[src/rtl/parity_frame_rx_pkg.sv]
// Shared definitions for the parity frame link: receiver FSM encoding,
// parity sense constants and a small index-width helper.
package parity_frame_rx_pkg;

    // Receiver FSM states; encoding is shared with the generator side.
    typedef enum logic [1:0] {
        ST_IDLE   = 2'd0,
        ST_DATA   = 2'd1,
        ST_PARITY = 2'd2,
        ST_STOP   = 2'd3
    } state_e;

    // Parity sense: required XOR of data plus parity bit.
    localparam logic PAR_ODD  = 1'b1;
    localparam logic PAR_EVEN = 1'b0;

    // Bits needed to index n items, never less than one.
    function automatic int unsigned idx_w(input int unsigned n);
        return (n > 1) ? $clog2(n) : 1;
    endfunction

endpackage

[src/rtl/parity_frame_rx_if.sv]
// Bundle of the receiver's serial input and captured-word outputs.
//   master : drives bit_en/rx, observes data_out/valid/par_err/frame_err/err_cnt
//   slave  : the receiver itself
interface parity_frame_rx_if #(
    parameter int unsigned DATA_W = 3,
    parameter int unsigned CNT_W  = 8
);
    logic              bit_en;
    logic              rx;
    logic [DATA_W-1:0] data_out;
    logic              valid;
    logic              par_err;
    logic              frame_err;
    logic [CNT_W-1:0]  err_cnt;

    modport master (
        output bit_en, rx,
        input  data_out, valid, par_err, frame_err, err_cnt
    );

    modport slave (
        input  bit_en, rx,
        output data_out, valid, par_err, frame_err, err_cnt
    );
endinterface

[src/rtl/parity_frame_rx_parity_fold.sv]
// Combinational XOR reduction: par_c = 1 when bits_i holds an odd number
// of ones. Shared with the transmitter for parity generation.
//   bits_i : W-bit vector (data plus parity bit on the receive side)
//   par_c  : ones-count parity of bits_i
module parity_fold #(
    parameter int unsigned W = 4
) (
    input  logic [W-1:0] bits_i,
    output logic         par_c
);
    assign par_c = ^bits_i;
endmodule

[src/rtl/parity_frame_rx.sv]
// Serial frame receiver: start / DATA_W data bits (LSB first) / parity /
// stop. Recomputes parity, flags parity and framing errors, and counts
// parity-error frames in a saturating counter.
//   clk, rst : clock, synchronous active-high reset
//   bus      : bit_en/rx in; data_out, valid, par_err, frame_err, err_cnt out
module parity_frame_rx
    import parity_frame_rx_pkg::*;
#(
    parameter int unsigned DATA_W  = 3,
    parameter bit          ODD_PAR = PAR_ODD,
    parameter int unsigned CNT_W   = 8
) (
    input logic            clk,
    input logic            rst,
    parity_frame_rx_if.slave bus
);
    localparam int unsigned      IDX_W    = idx_w(DATA_W);
    localparam logic [IDX_W-1:0] LAST_IDX = IDX_W'(DATA_W - 1);
    localparam logic [CNT_W-1:0] CNT_MAX  = '1;

    state_e              state_q,     state_d;
    logic [IDX_W-1:0]    idx_q,       idx_d;
    logic [DATA_W-1:0]   shift_q,     shift_d;
    logic                par_bit_q,   par_bit_d;
    logic [DATA_W-1:0]   data_out_q,  data_out_d;
    logic                valid_q,     valid_d;
    logic                par_err_q,   par_err_d;
    logic                frame_err_q, frame_err_d;
    logic [CNT_W-1:0]    err_cnt_q,   err_cnt_d;
    logic                par_c;
    logic                par_mis_c;

    // Parity over the complete frame payload; only consulted in STOP.
    parity_fold #(.W(DATA_W + 1)) u_fold (
        .bits_i ({par_bit_q, shift_q}),
        .par_c  (par_c)
    );

    assign par_mis_c = (par_c != ODD_PAR);

    // State and output registers.
    always_ff @(posedge clk) begin
        if (rst) begin
            state_q     <= ST_IDLE;
            idx_q       <= '0;
            shift_q     <= '0;
            par_bit_q   <= 1'b0;
            data_out_q  <= '0;
            valid_q     <= 1'b0;
            par_err_q   <= 1'b0;
            frame_err_q <= 1'b0;
            err_cnt_q   <= '0;
        end else begin
            state_q     <= state_d;
            idx_q       <= idx_d;
            shift_q     <= shift_d;
            par_bit_q   <= par_bit_d;
            data_out_q  <= data_out_d;
            valid_q     <= valid_d;
            par_err_q   <= par_err_d;
            frame_err_q <= frame_err_d;
            err_cnt_q   <= err_cnt_d;
        end
    end

    // Next state; everything holds unless a bit strobe arrives, except
    // valid which is a single-cycle pulse.
    always_comb begin
        state_d     = state_q;
        idx_d       = idx_q;
        shift_d     = shift_q;
        par_bit_d   = par_bit_q;
        data_out_d  = data_out_q;
        valid_d     = 1'b0;
        par_err_d   = par_err_q;
        frame_err_d = frame_err_q;
        err_cnt_d   = err_cnt_q;

        if (bus.bit_en) begin
            case (state_q)
                ST_IDLE: begin
                    if (!bus.rx) begin
                        state_d = ST_DATA;
                        idx_d   = '0;
                        shift_d = '0;
                    end
                end
                ST_DATA: begin
                    shift_d[idx_q] = bus.rx;
                    if (idx_q == LAST_IDX) begin
                        state_d = ST_PARITY;
                    end else begin
                        idx_d = idx_q + IDX_W'(1);
                    end
                end
                ST_PARITY: begin
                    par_bit_d = bus.rx;
                    state_d   = ST_STOP;
                end
                ST_STOP: begin
                    state_d     = ST_IDLE;
                    data_out_d  = shift_q;
                    par_err_d   = par_mis_c;
                    frame_err_d = ~bus.rx;
                    valid_d     = 1'b1;
                    if (par_mis_c && (err_cnt_q != CNT_MAX)) begin
                        err_cnt_d = err_cnt_q + CNT_W'(1);
                    end
                end
                default: state_d = ST_IDLE;
            endcase
        end
    end

    assign bus.data_out  = data_out_q;
    assign bus.valid     = valid_q;
    assign bus.par_err   = par_err_q;
    assign bus.frame_err = frame_err_q;
    assign bus.err_cnt   = err_cnt_q;

endmodule

[src/flat_wrapper.sv]
// flat-port wrapper written by rule: the top's interface ports become plain ports
module parity_frame_rx_flat import parity_frame_rx_pkg::*;
#(
    parameter int unsigned DATA_W  = 3,
    parameter bit          ODD_PAR = PAR_ODD,
    parameter int unsigned CNT_W   = 8
)
  (clk, rst, bus_bit_en, bus_rx, bus_data_out, bus_valid, bus_par_err, bus_frame_err, bus_err_cnt);
  parity_frame_rx_if #(.DATA_W(DATA_W), .CNT_W(CNT_W)) bus_i ();
  input logic clk;
  input logic rst;
  input wire logic [$bits(bus_i.bit_en)-1:0] bus_bit_en;
  input wire logic [$bits(bus_i.rx)-1:0] bus_rx;
  output wire logic [$bits(bus_i.data_out)-1:0] bus_data_out;
  output wire logic [$bits(bus_i.valid)-1:0] bus_valid;
  output wire logic [$bits(bus_i.par_err)-1:0] bus_par_err;
  output wire logic [$bits(bus_i.frame_err)-1:0] bus_frame_err;
  output wire logic [$bits(bus_i.err_cnt)-1:0] bus_err_cnt;
  assign bus_i.bit_en = bus_bit_en;
  assign bus_i.rx = bus_rx;
  assign bus_data_out = bus_i.data_out;
  assign bus_valid = bus_i.valid;
  assign bus_par_err = bus_i.par_err;
  assign bus_frame_err = bus_i.frame_err;
  assign bus_err_cnt = bus_i.err_cnt;
  parity_frame_rx #(.DATA_W(DATA_W), .ODD_PAR(ODD_PAR), .CNT_W(CNT_W)) u_core (.clk(clk), .rst(rst), .bus(bus_i));
endmodule
[config.mk]
export PLATFORM = sky130hd
export DESIGN_NAME = parity_frame_rx_flat
export DESIGN_NICKNAME = d
export VERILOG_FILES = /design/src/rtl/parity_frame_rx_pkg.sv /design/src/rtl/parity_frame_rx_if.sv /design/src/rtl/parity_frame_rx_parity_fold.sv /design/src/rtl/parity_frame_rx.sv /design/src/flat_wrapper.sv
export SDC_FILE = /design/constraint.sdc
export NUM_CORES = 1
export LEC_CHECK = 0
export ABC_AREA = 1
export CAP_MARGIN = 20
export CORE_MARGIN = 5
export CORE_UTILIZATION = 55
export DETAILED_ROUTE_END_ITERATION = 6
export MAX_ROUTING_LAYER = met4
export PLACE_DENSITY = 0.85
export SYNTH_ARGS = -nofsm -noshare
export SYNTH_HDL_FRONTEND = slang
export SYNTH_SLANG_ARGS = --single-unit
[constraint.sdc]
create_clock -name clk -period 3.25 [get_ports clk]
set_clock_uncertainty 0.1 [all_clocks]
set_input_delay 0.65 -clock clk [delete_from_list [all_inputs] [get_ports clk]]
set_output_delay 0.65 -clock clk [all_outputs]
set_load 0.005 [all_outputs]
==> summary.txt, run 1 <==
Place
  • Dpl ws: 0.969 ns
  • Placer Congestion: 0.832
  • Dpl cell area: 1340 um^2
  • Port buffer count: 17
  • Detailed placement HPWL: 1.90 mm

Clock network
  • Clock Tree Root: clkbuf_4
  • Hold_buf cts: 0
  • CTS tree: yes
  • Clock Sink Count: 22
  • Clock Latency Late Sink: 0.31 ns
  • H-tree Lvls: 1
  • Clock transition at path regs: 0.12 ns
  • Clock buffer count from CTS: 3
  • Clock buffer depth: 2
  • Cts repair resizes: 0
  • Setup Fix Bufs, Post-CTS: 0

STA
  • RSZ-0062 raised after global routing: false
  • Worst slew pin tran: 0.413 ns
  • Achievable frequency: 488 MHz
  • Final Hold Fails: 0
  • Final count of negative-setup-slack endpoints: 0
  • Fin. max-slew vios: 0
  • Slew HR: 72.4%
  • Minimum clock period: 2.05 ns
  • Post-route setup slack: 1.20 ns
  • Setup TNS: 0 ns
  • Fin crit share: 63.0%

Drt
  • Routed wire length: 2.48 mm
  • First drt pass iteration count: 4
  • Vias per inst: 5.17
  • ANT nets after route: 0
  • # DRC: 0
  • Routed WL per cell: 11.7 um
  • DR iter-0 viols: 28
  • DR vias: 1091

Layout
  • Sequential cell area: 440 um^2
  • Multi-input logic area: 607 um^2
  • Fill cells: 164
  • Post-route design area: 1380 um^2
  • Final nets: 197
  • ANT cells: 0
  • Layout cells sized above 1: 4.89%
  • Area added between synthesis and finish: 18.4%

Floorplanning
  • Core footprint: 1980 um^2
  • Row count: 16
  • Starting Density: 58.7%
  • Die width: 56.0 um
  • IO Count: 18
  • DIE AREA: 3140 um^2
  • Die Span Y: 56.0 um

Job
  • Max Cap Viol: 0

Synth
  • Yosys warns: 0
  • Area share of the largest cell type after synthesis: 37.8%
  • Synth top area cells: dfxtp_1 (38%), nand2_1 (15%), ha_1 (8.6%)
  • Seq/Total Area, Yosys: 37.8%
  • Post-Syn Area: 1160 um^2
  • Synth Instances: 167
  • Syn Nets: 179
  • Yosys cell types: 17
  • Seq cells post-synth: 22
  • Mapped Avg Cell Area: 6.97 um^2
  • Post-synth top area cell: dfxtp_1

Critical path
  • CP max FO: 5
  • Worst Path Required: 2.50 ns
  • Worst setup SP type: flop
  • Reg2reg setup slack: 1.53 ns
  • Crit Path Class: flop to output pin
  • CP delay by family, top: buffers and inverters
  • Worst path cell trace: clkdlybuf4s50_1
  • CP max stage delay: 0.54 ns
  • CP arrival: 1.30 ns
  • Critical-path top delay cell: clkdlybuf4s50_1
  • Crit. End Element: output pin
  • Crit path buffers/inverters: 1

Global route
  • Initial antenna violation count: 0
  • Vias in the first global route: 1102
  • Pin count of the biggest net entering global routing: 15
  • Overflow after GRT: 0
  • GRT Util Overall: 17.7%
  • Global-route wire length before repair: 4.57 mm

Min path
  • Hold crit path type: flop to flop

Status
  • Status: complete, no violations

Power and ir drop
  • Maximum VDD drop: 0.000320 V
  • Pleak: 0.601 nW
  • Pwr/cell area: 379 nW/um^2
-- cell usage after synthesis (all sizes together) --
cell and count:
buf 4, o21ai 11, ha 8, nor3 2, nand4 5, inv 24, xor2 3, xnor2 1
dfxtp 22, nand2 47, nand3 5, nor2 19, a21oi 16
-- flip-flops by register name, indices dropped and copies added (netlist names) --
signal and flops:
u_core.idx_q 2, u_core.state_q 2, u_core.bus.valid 1, u_core.bus.data_out 3
u_core.bus.err_cnt 8, u_core.par_bit_q 1, u_core.shift_q 3, u_core.bus.par_err 1
u_core.bus.frame_err 1
-- path summary, 6_finish.rpt --
path	startpoint	end	cells after the start
hold / removal	u_core.idx_q[0]	u_core.idx_q[0]	2
setup / recovery	u_core.bus.err_cnt[2]	bus_err_cnt[2]	1
hold reg to reg	u_core.idx_q[0]	u_core.idx_q[0]	2
setup reg to reg	u_core.state_q[0]	u_core.idx_q[1]	8
-- metrics by stage --
stage | utilization [%] | hold slack, ns | total power, mW | instances
5_1_grt | 69.5 | 0.425 | 0.549 | 211
3_5_place_dp | 67.7 | 0.380 | 0.374 | 207
6_report | 69.5 | 0.398 | 0.522 | 211
4_1_cts | 69.5 | 0.399 | 0.526 | 211
3_3_place_gp | 67.7 | 0.368 | 0.370 | 207
2_1_floorplan | - | 0.357 | 0.348 | 167
-- routing by layer --
metal	vias up	global-route usage (%)	share of wire [%]
met2	22	34.6	55
met4	0	1.69	0.28
met3	2	4.41	4.1
met1	509	18.3	41
met5	-	-	0
li1	558	-	-
-- report_power, final --
part           internal [mW]  switching (mW)
Clock                 0.0685          0.0852
Sequential             0.280         0.00860
Combinational         0.0318          0.0485
Total                  0.380           0.142
-- logic make-up after synthesis --
kind of cell / count (synthesis) / share of synthesized area (%)
xor gates and xnor gates: 4 / 3.01
DFF: 22 / 37.8
buffers and inverters: 28 / 10.0
and+or+nand+nor: 78 / 28.9
adders and majority gates: 8 / 8.60
AOI/OAI and AO/OA: 27 / 11.6
-- final cells by class --
type / instances / share of cell area [%]
Clock buffer: 4 / 2.63
Inverter: 24 / 6.54
Multi-Input combinational cell: 117 / 44.1
Sequential cell: 22 / 32.0
Tap cell: 27 / 2.45
Timing Repair Buffer: 17 / 12.4
-- layout by cell type, fill, tap and decap left out, drive strengths merged --
cell,synthesis,final
a21oi,16,16
clkbuf,0,4
clkdlybuf4s50,0,17
dfxtp,22,22
ha,8,8
inv,24,24
nand2,47,47
nand3,5,5
nand4,5,5
nor2,19,19
nor3,2,2
o21ai,11,11
xnor2,1,1
xor2,3,3
Power figures use the tool's default switching activity.
==> run 2, diff against run 1 <==
--- a/config.mk
+++ b/config.mk
@@ -8,10 +8,10 @@
 export ABC_AREA = 1
 export CAP_MARGIN = 20
 export CORE_MARGIN = 5
-export CORE_UTILIZATION = 55
+export CORE_UTILIZATION = 47
 export DETAILED_ROUTE_END_ITERATION = 6
 export MAX_ROUTING_LAYER = met4
-export PLACE_DENSITY = 0.85
+export PLACE_DENSITY = 0.78
 export SYNTH_ARGS = -nofsm -noshare
 export SYNTH_HDL_FRONTEND = slang
 export SYNTH_SLANG_ARGS = --single-unit
==> constraint.sdc (replaced) <==
create_clock -name clk -period 1.7 [get_ports clk]
set_clock_uncertainty 0.1 [all_clocks]
set_input_delay 0.34 -clock clk [delete_from_list [all_inputs] [get_ports clk]]
set_output_delay 0.34 -clock clk [all_outputs]
set_load 0.005 [all_outputs]
==> run 2 against run 1 <==
Cell area up 4.1%. Sequential power is 92% higher. Largest cell class unchanged. Combinational power rose by 110%. Clock power increased by 86%. Register-to-register slack lost 1.4 ns. Cell count up 3.3%. Count of clock-buffer cells in the layout did not move. Critical path depth unchanged. Global-route usage shrank 2.0 points. Largest power group unchanged. Worst setup slack lost 1.2 ns.
==> summary.txt, run 2 (synthesis gave the netlist of run 1 again) <==
Critical path
  • CP max stage delay: 0.52 ns
  • Crit Path Class: flop to output pin
  • Worst reg2reg path startpoint: u_core.state_q[0]
  • Critical-path top delay cell: clkdlybuf4s50_1
  • Reg2reg setup slack: 0.15 ns
  • CP arrival: 1.22 ns
  • CP max FO: 5
  • R2R cell count: 8
  • Reg2Reg Capture Point: u_core.state_q[1]
  • Crit path buffers/inverters: 1
  • Worst setup SP type: flop
  • Crit. End Element: output pin
  • Worst path cell trace: clkdlybuf4s50_1
  • CP Launch Point: u_core.bus.err_cnt[2]
  • CP delay by family, top: buffers and inverters
  • Worst Path Required: 1.26 ns

Status
  • Status: complete, no violations

STA
  • Achievable frequency: 602 MHz
  • Final count of negative-setup-slack endpoints: 0
  • Worst slew pin tran: 0.397 ns
  • Final Hold Fails: 0
  • Slew HR: 73.5%
  • Fin crit share: 97.7%
  • Minimum clock period: 1.66 ns
  • Fin. max-slew vios: 0

Layout
  • Final non-filler cell total: 218
  • Area added between synthesis and finish: 23.2%
  • Sequential cell area: 450 um^2
  • Final nets: 201
  • Most frequent cells in the layout: nand2_1 (45), inv_1 (24), nor2_1 (17), clkdlybuf4s50_1 (17), a21oi_1 (16)
  • Fill cells: 239
  • Post-route design area: 1430 um^2
  • Most common cell after layout, fill and taps aside: nand2_1
  • ANT cells: 0
  • Multi-input logic area: 619 um^2
  • Layout cells sized above 1: 12.2%
  • Max reg flops: 8

Clock network
  • Clock Latency Late Sink: 0.30 ns
  • H-tree Lvls: 1
  • Clock buffer depth: 2
  • Clock buffer count from CTS: 3
  • Clock Sink Count: 22
  • Setup Fix Bufs, Post-CTS: 0
  • Clock Tree Root: clkbuf_4
  • Hold_buf cts: 0
  • Clock transition at path regs: 0.12 ns
  • CTS tree: yes

Drt
  • Routed WL per cell: 10.8 um
  • First drt pass iteration count: 4
  • # DRC: 0
  • DR iter-0 viols: 38
  • ANT nets after route: 0
  • Vias per inst: 4.88
  • DR vias: 1063
  • Routed wire length: 2.36 mm

Floorplanning
  • Die width: 59.8 um
  • Die Span Y: 59.8 um
  • DIE AREA: 3570 um^2
  • IO Count: 18
  • Core footprint: 2430 um^2
  • Starting Density: 47.8%
  • Row count: 18

Min path
  • Hold EP: u_core.bus.par_err
  • Worst Hold Launch: u_core.bus.par_err
  • Hold depth: 2
  • Hold crit path type: flop to flop

Global route
  • Global-route wire length before repair: 4.22 mm
  • Overflow after GRT: 0
  • Vias in the first global route: 1062
  • GRT Util Overall: 15.7%
  • Pin count of the biggest net entering global routing: 15
  • Initial antenna violation count: 0

Power and ir drop
  • Pwr/cell area: 704 nW/um^2
  • Pleak: 0.625 nW
  • Maximum VDD drop: 0.000537 V

Job
  • Max Cap Viol: 0

Place
  • Placed cell count: 214
  • Port buffer count: 17
  • Placer Congestion: 0.810
  • Dpl cell area: 1380 um^2
  • Detailed placement HPWL: 1.84 mm
run 2: layer usage:
layer / vias to the layer above / wire (um) / global-route usage, %
met2: 11 / 1300 / 30.4
met4: 0 / 24 / 4.75
met1: 483 / 965 / 15.4
met5: - / 0 / -
li1: 565 / - / -
met3: 4 / 69 / 3.24
run 2: worst max path at each step:
stage / to / depth (start not counted)
after floorplan: u_core.idx_q[0] / 8
after global placement: u_core.idx_q[0] / 6
after detailed placement: u_core.idx_q[1] / 6
after CTS: bus_err_cnt[0] / 1
after global routing: bus_err_cnt[2] / 1
final: bus_err_cnt[2] / 1
run 2: repair_timing:
action | 4_1_cts | 5_1_grt
hold endpoints to repair | 0 | 0
setup endpoints to repair | 4 | 10
resized for setup | 3 | 9
run 2: power by group:
group          internal, mW  switching, mW  total, mW
combinational        0.0691          0.102      0.171
sequential            0.537         0.0162      0.553
clock                 0.131          0.155      0.286
run 2: layout make-up:
type	count	share of cell area [%]
Sequential cell	22	31.4
Multi-Input combinational cell	117	43.2
Tap cell	30	2.62
Clock buffer	4	2.53
Inverter	24	6.28
Timing Repair Buffer	21	14.0
run 2: stage by stage:
step | power [mW] | util, % | setup slack [ns] | hold slack [ns] | setup TNS [ns]
final | 1.01 | 59.0 | 0.0399 | 0.377 | 0
after global routing | 1.07 | 59.0 | -0.00185 | 0.397 | -0.00185
after CTS | 1.01 | 58.2 | 0.0158 | 0.379 | 0
after detailed placement | 0.722 | 56.5 | -0.101 | 0.361 | -0.315
after global placement | 0.711 | 56.5 | -0.0194 | 0.358 | -0.0379
after floorplan | 0.665 | - | 0.235 | 0.329 | 0
==> variant, RTL diff (settings of run 2) <==
Compare `idx_q` against `LAST_IDX` with >= in place of ==.
--- a/src/rtl/parity_frame_rx.sv
+++ b/src/rtl/parity_frame_rx.sv
@@ -87,7 +87,7 @@
                 end
                 ST_DATA: begin
                     shift_d[idx_q] = bus.rx;
-                    if (idx_q == LAST_IDX) begin
+                    if (idx_q >= LAST_IDX) begin
                         state_d = ST_PARITY;
                     end else begin
                         idx_d = idx_q + IDX_W'(1);
Function: no difference found for any inputs over 10 cycles, from zero or initial values and one cycle with rst high; that may be too few to reach the edited logic, so the function may still have changed.
==> variant against run 2 <==
Area after synthesis grew 2.7%. Largest cell class unchanged. Sequential share of layout area shrank 0.69 points. Total power grew 6.3%. Core utilization grew 2.3 points. Final area grew 4.8%. Highest routed layer unchanged. Maximum frequency grew 0.12%. Wire length grew 8.8%. Worst setup slack gained 0.0019 ns. Sequential cell count is the same.
==> variant: results (changes against run 2) <==
[grt]
grt_pass1_wl_mm=4.55  ; +7.7%
grt_usage_pct=16.7  ; +0.93 points
grt_pass1_vias=1087  ; +2.4%

[finish]
seqCellArea_um2=462  ; +2.5%
multiInputGateArea_um2=658  ; +6.3%
nNetsFinal=213  ; +6.0%
seq_cells=22  ; unchanged
inverters=23  ; -4.2%
drive_gt1_share_pct=15.0  ; +2.8 points
multi_input_area_share_pct=43.8  ; +0.60 points

[yosys]
post_synth.cell_area_avg_um2=6.87  ; -1.4%
synthAdderAreaFrac_pct=8.38  ; -0.23 points
ys_top_cells_by_area=dfxtp_1 (37%), nand2_1 (16%), ha_1 (8.4%)
synth_compound_area_share_pct=10.2  ; -1.5 points
synth_xor_area_share_pct=1.47  ; -1.5 points
synth.top_cells.by_count=nand2_1 (52), inv_1 (23), dfxtp_1 (22)

[sta]
min_period_over_period_pct=97.5  ; -0.11 points
tightest_slew_ns=0.274  ; -0.123 ns
holdWs_ns=0.382  ; +0.00453 ns

[clock_network]
path_clk_slew_ns=0.14  ; +0.02 ns
cts_resized=6  ; +3

[routing]
wirelength_mm=2.56  ; +8.8%
route.vias.total=1165  ; +9.6%
met3_length_um=84  ; +22%
wirelength_met1_mm=1.18  ; +22%
wl_per_cell_um=11.1  ; +3.1%
first_iter_violations=40  ; +5.3%

[pwr]
p_leak_nw=0.653  ; +4.4%
irDropWorstVdd_mv=0.530  ; -1.3%

[setup_path]
path_max_fanout=6  ; +1
slowest_delay_ns=0.50  ; -0.02 ns

[status]
status=completed

[place]
finalWeightedCongestion=0.916  ; +13%

## variant: final timing paths
kind | to | cells after the start | startpoint
max reg2reg | u_core.state_q[0]$_SDFFE_PP0P_ | 8 | u_core.state_q[1]$_SDFFE_PP0P_
min | u_core.bus.par_err$_SDFFE_PP0P_ | 2 | u_core.bus.par_err$_SDFFE_PP0P_
max | bus_err_cnt[6] | 1 | u_core.bus.err_cnt[6]$_SDFFE_PP0P_
min reg2reg | u_core.bus.par_err$_SDFFE_PP0P_ | 2 | u_core.bus.par_err$_SDFFE_PP0P_
## variant: power by group through the flow
stage	clock network [mW]	registers (mW)	logic, mW
6_report	0.297	0.557	0.220
5_1_grt	0.322	0.562	0.249
4_1_cts	0.302	0.561	0.217
3_5_place_dp	0	0.572	0.216
3_3_place_gp	0	0.571	0.205
2_1_floorplan	0	0.569	0.146
## variant: per-layer routing
metal	GRT usage [%]	vias to the layer above
met5	-	-
met4	6.50	0
met3	2.55	6
met2	27.9	20
met1	20.1	529
li1	-	610
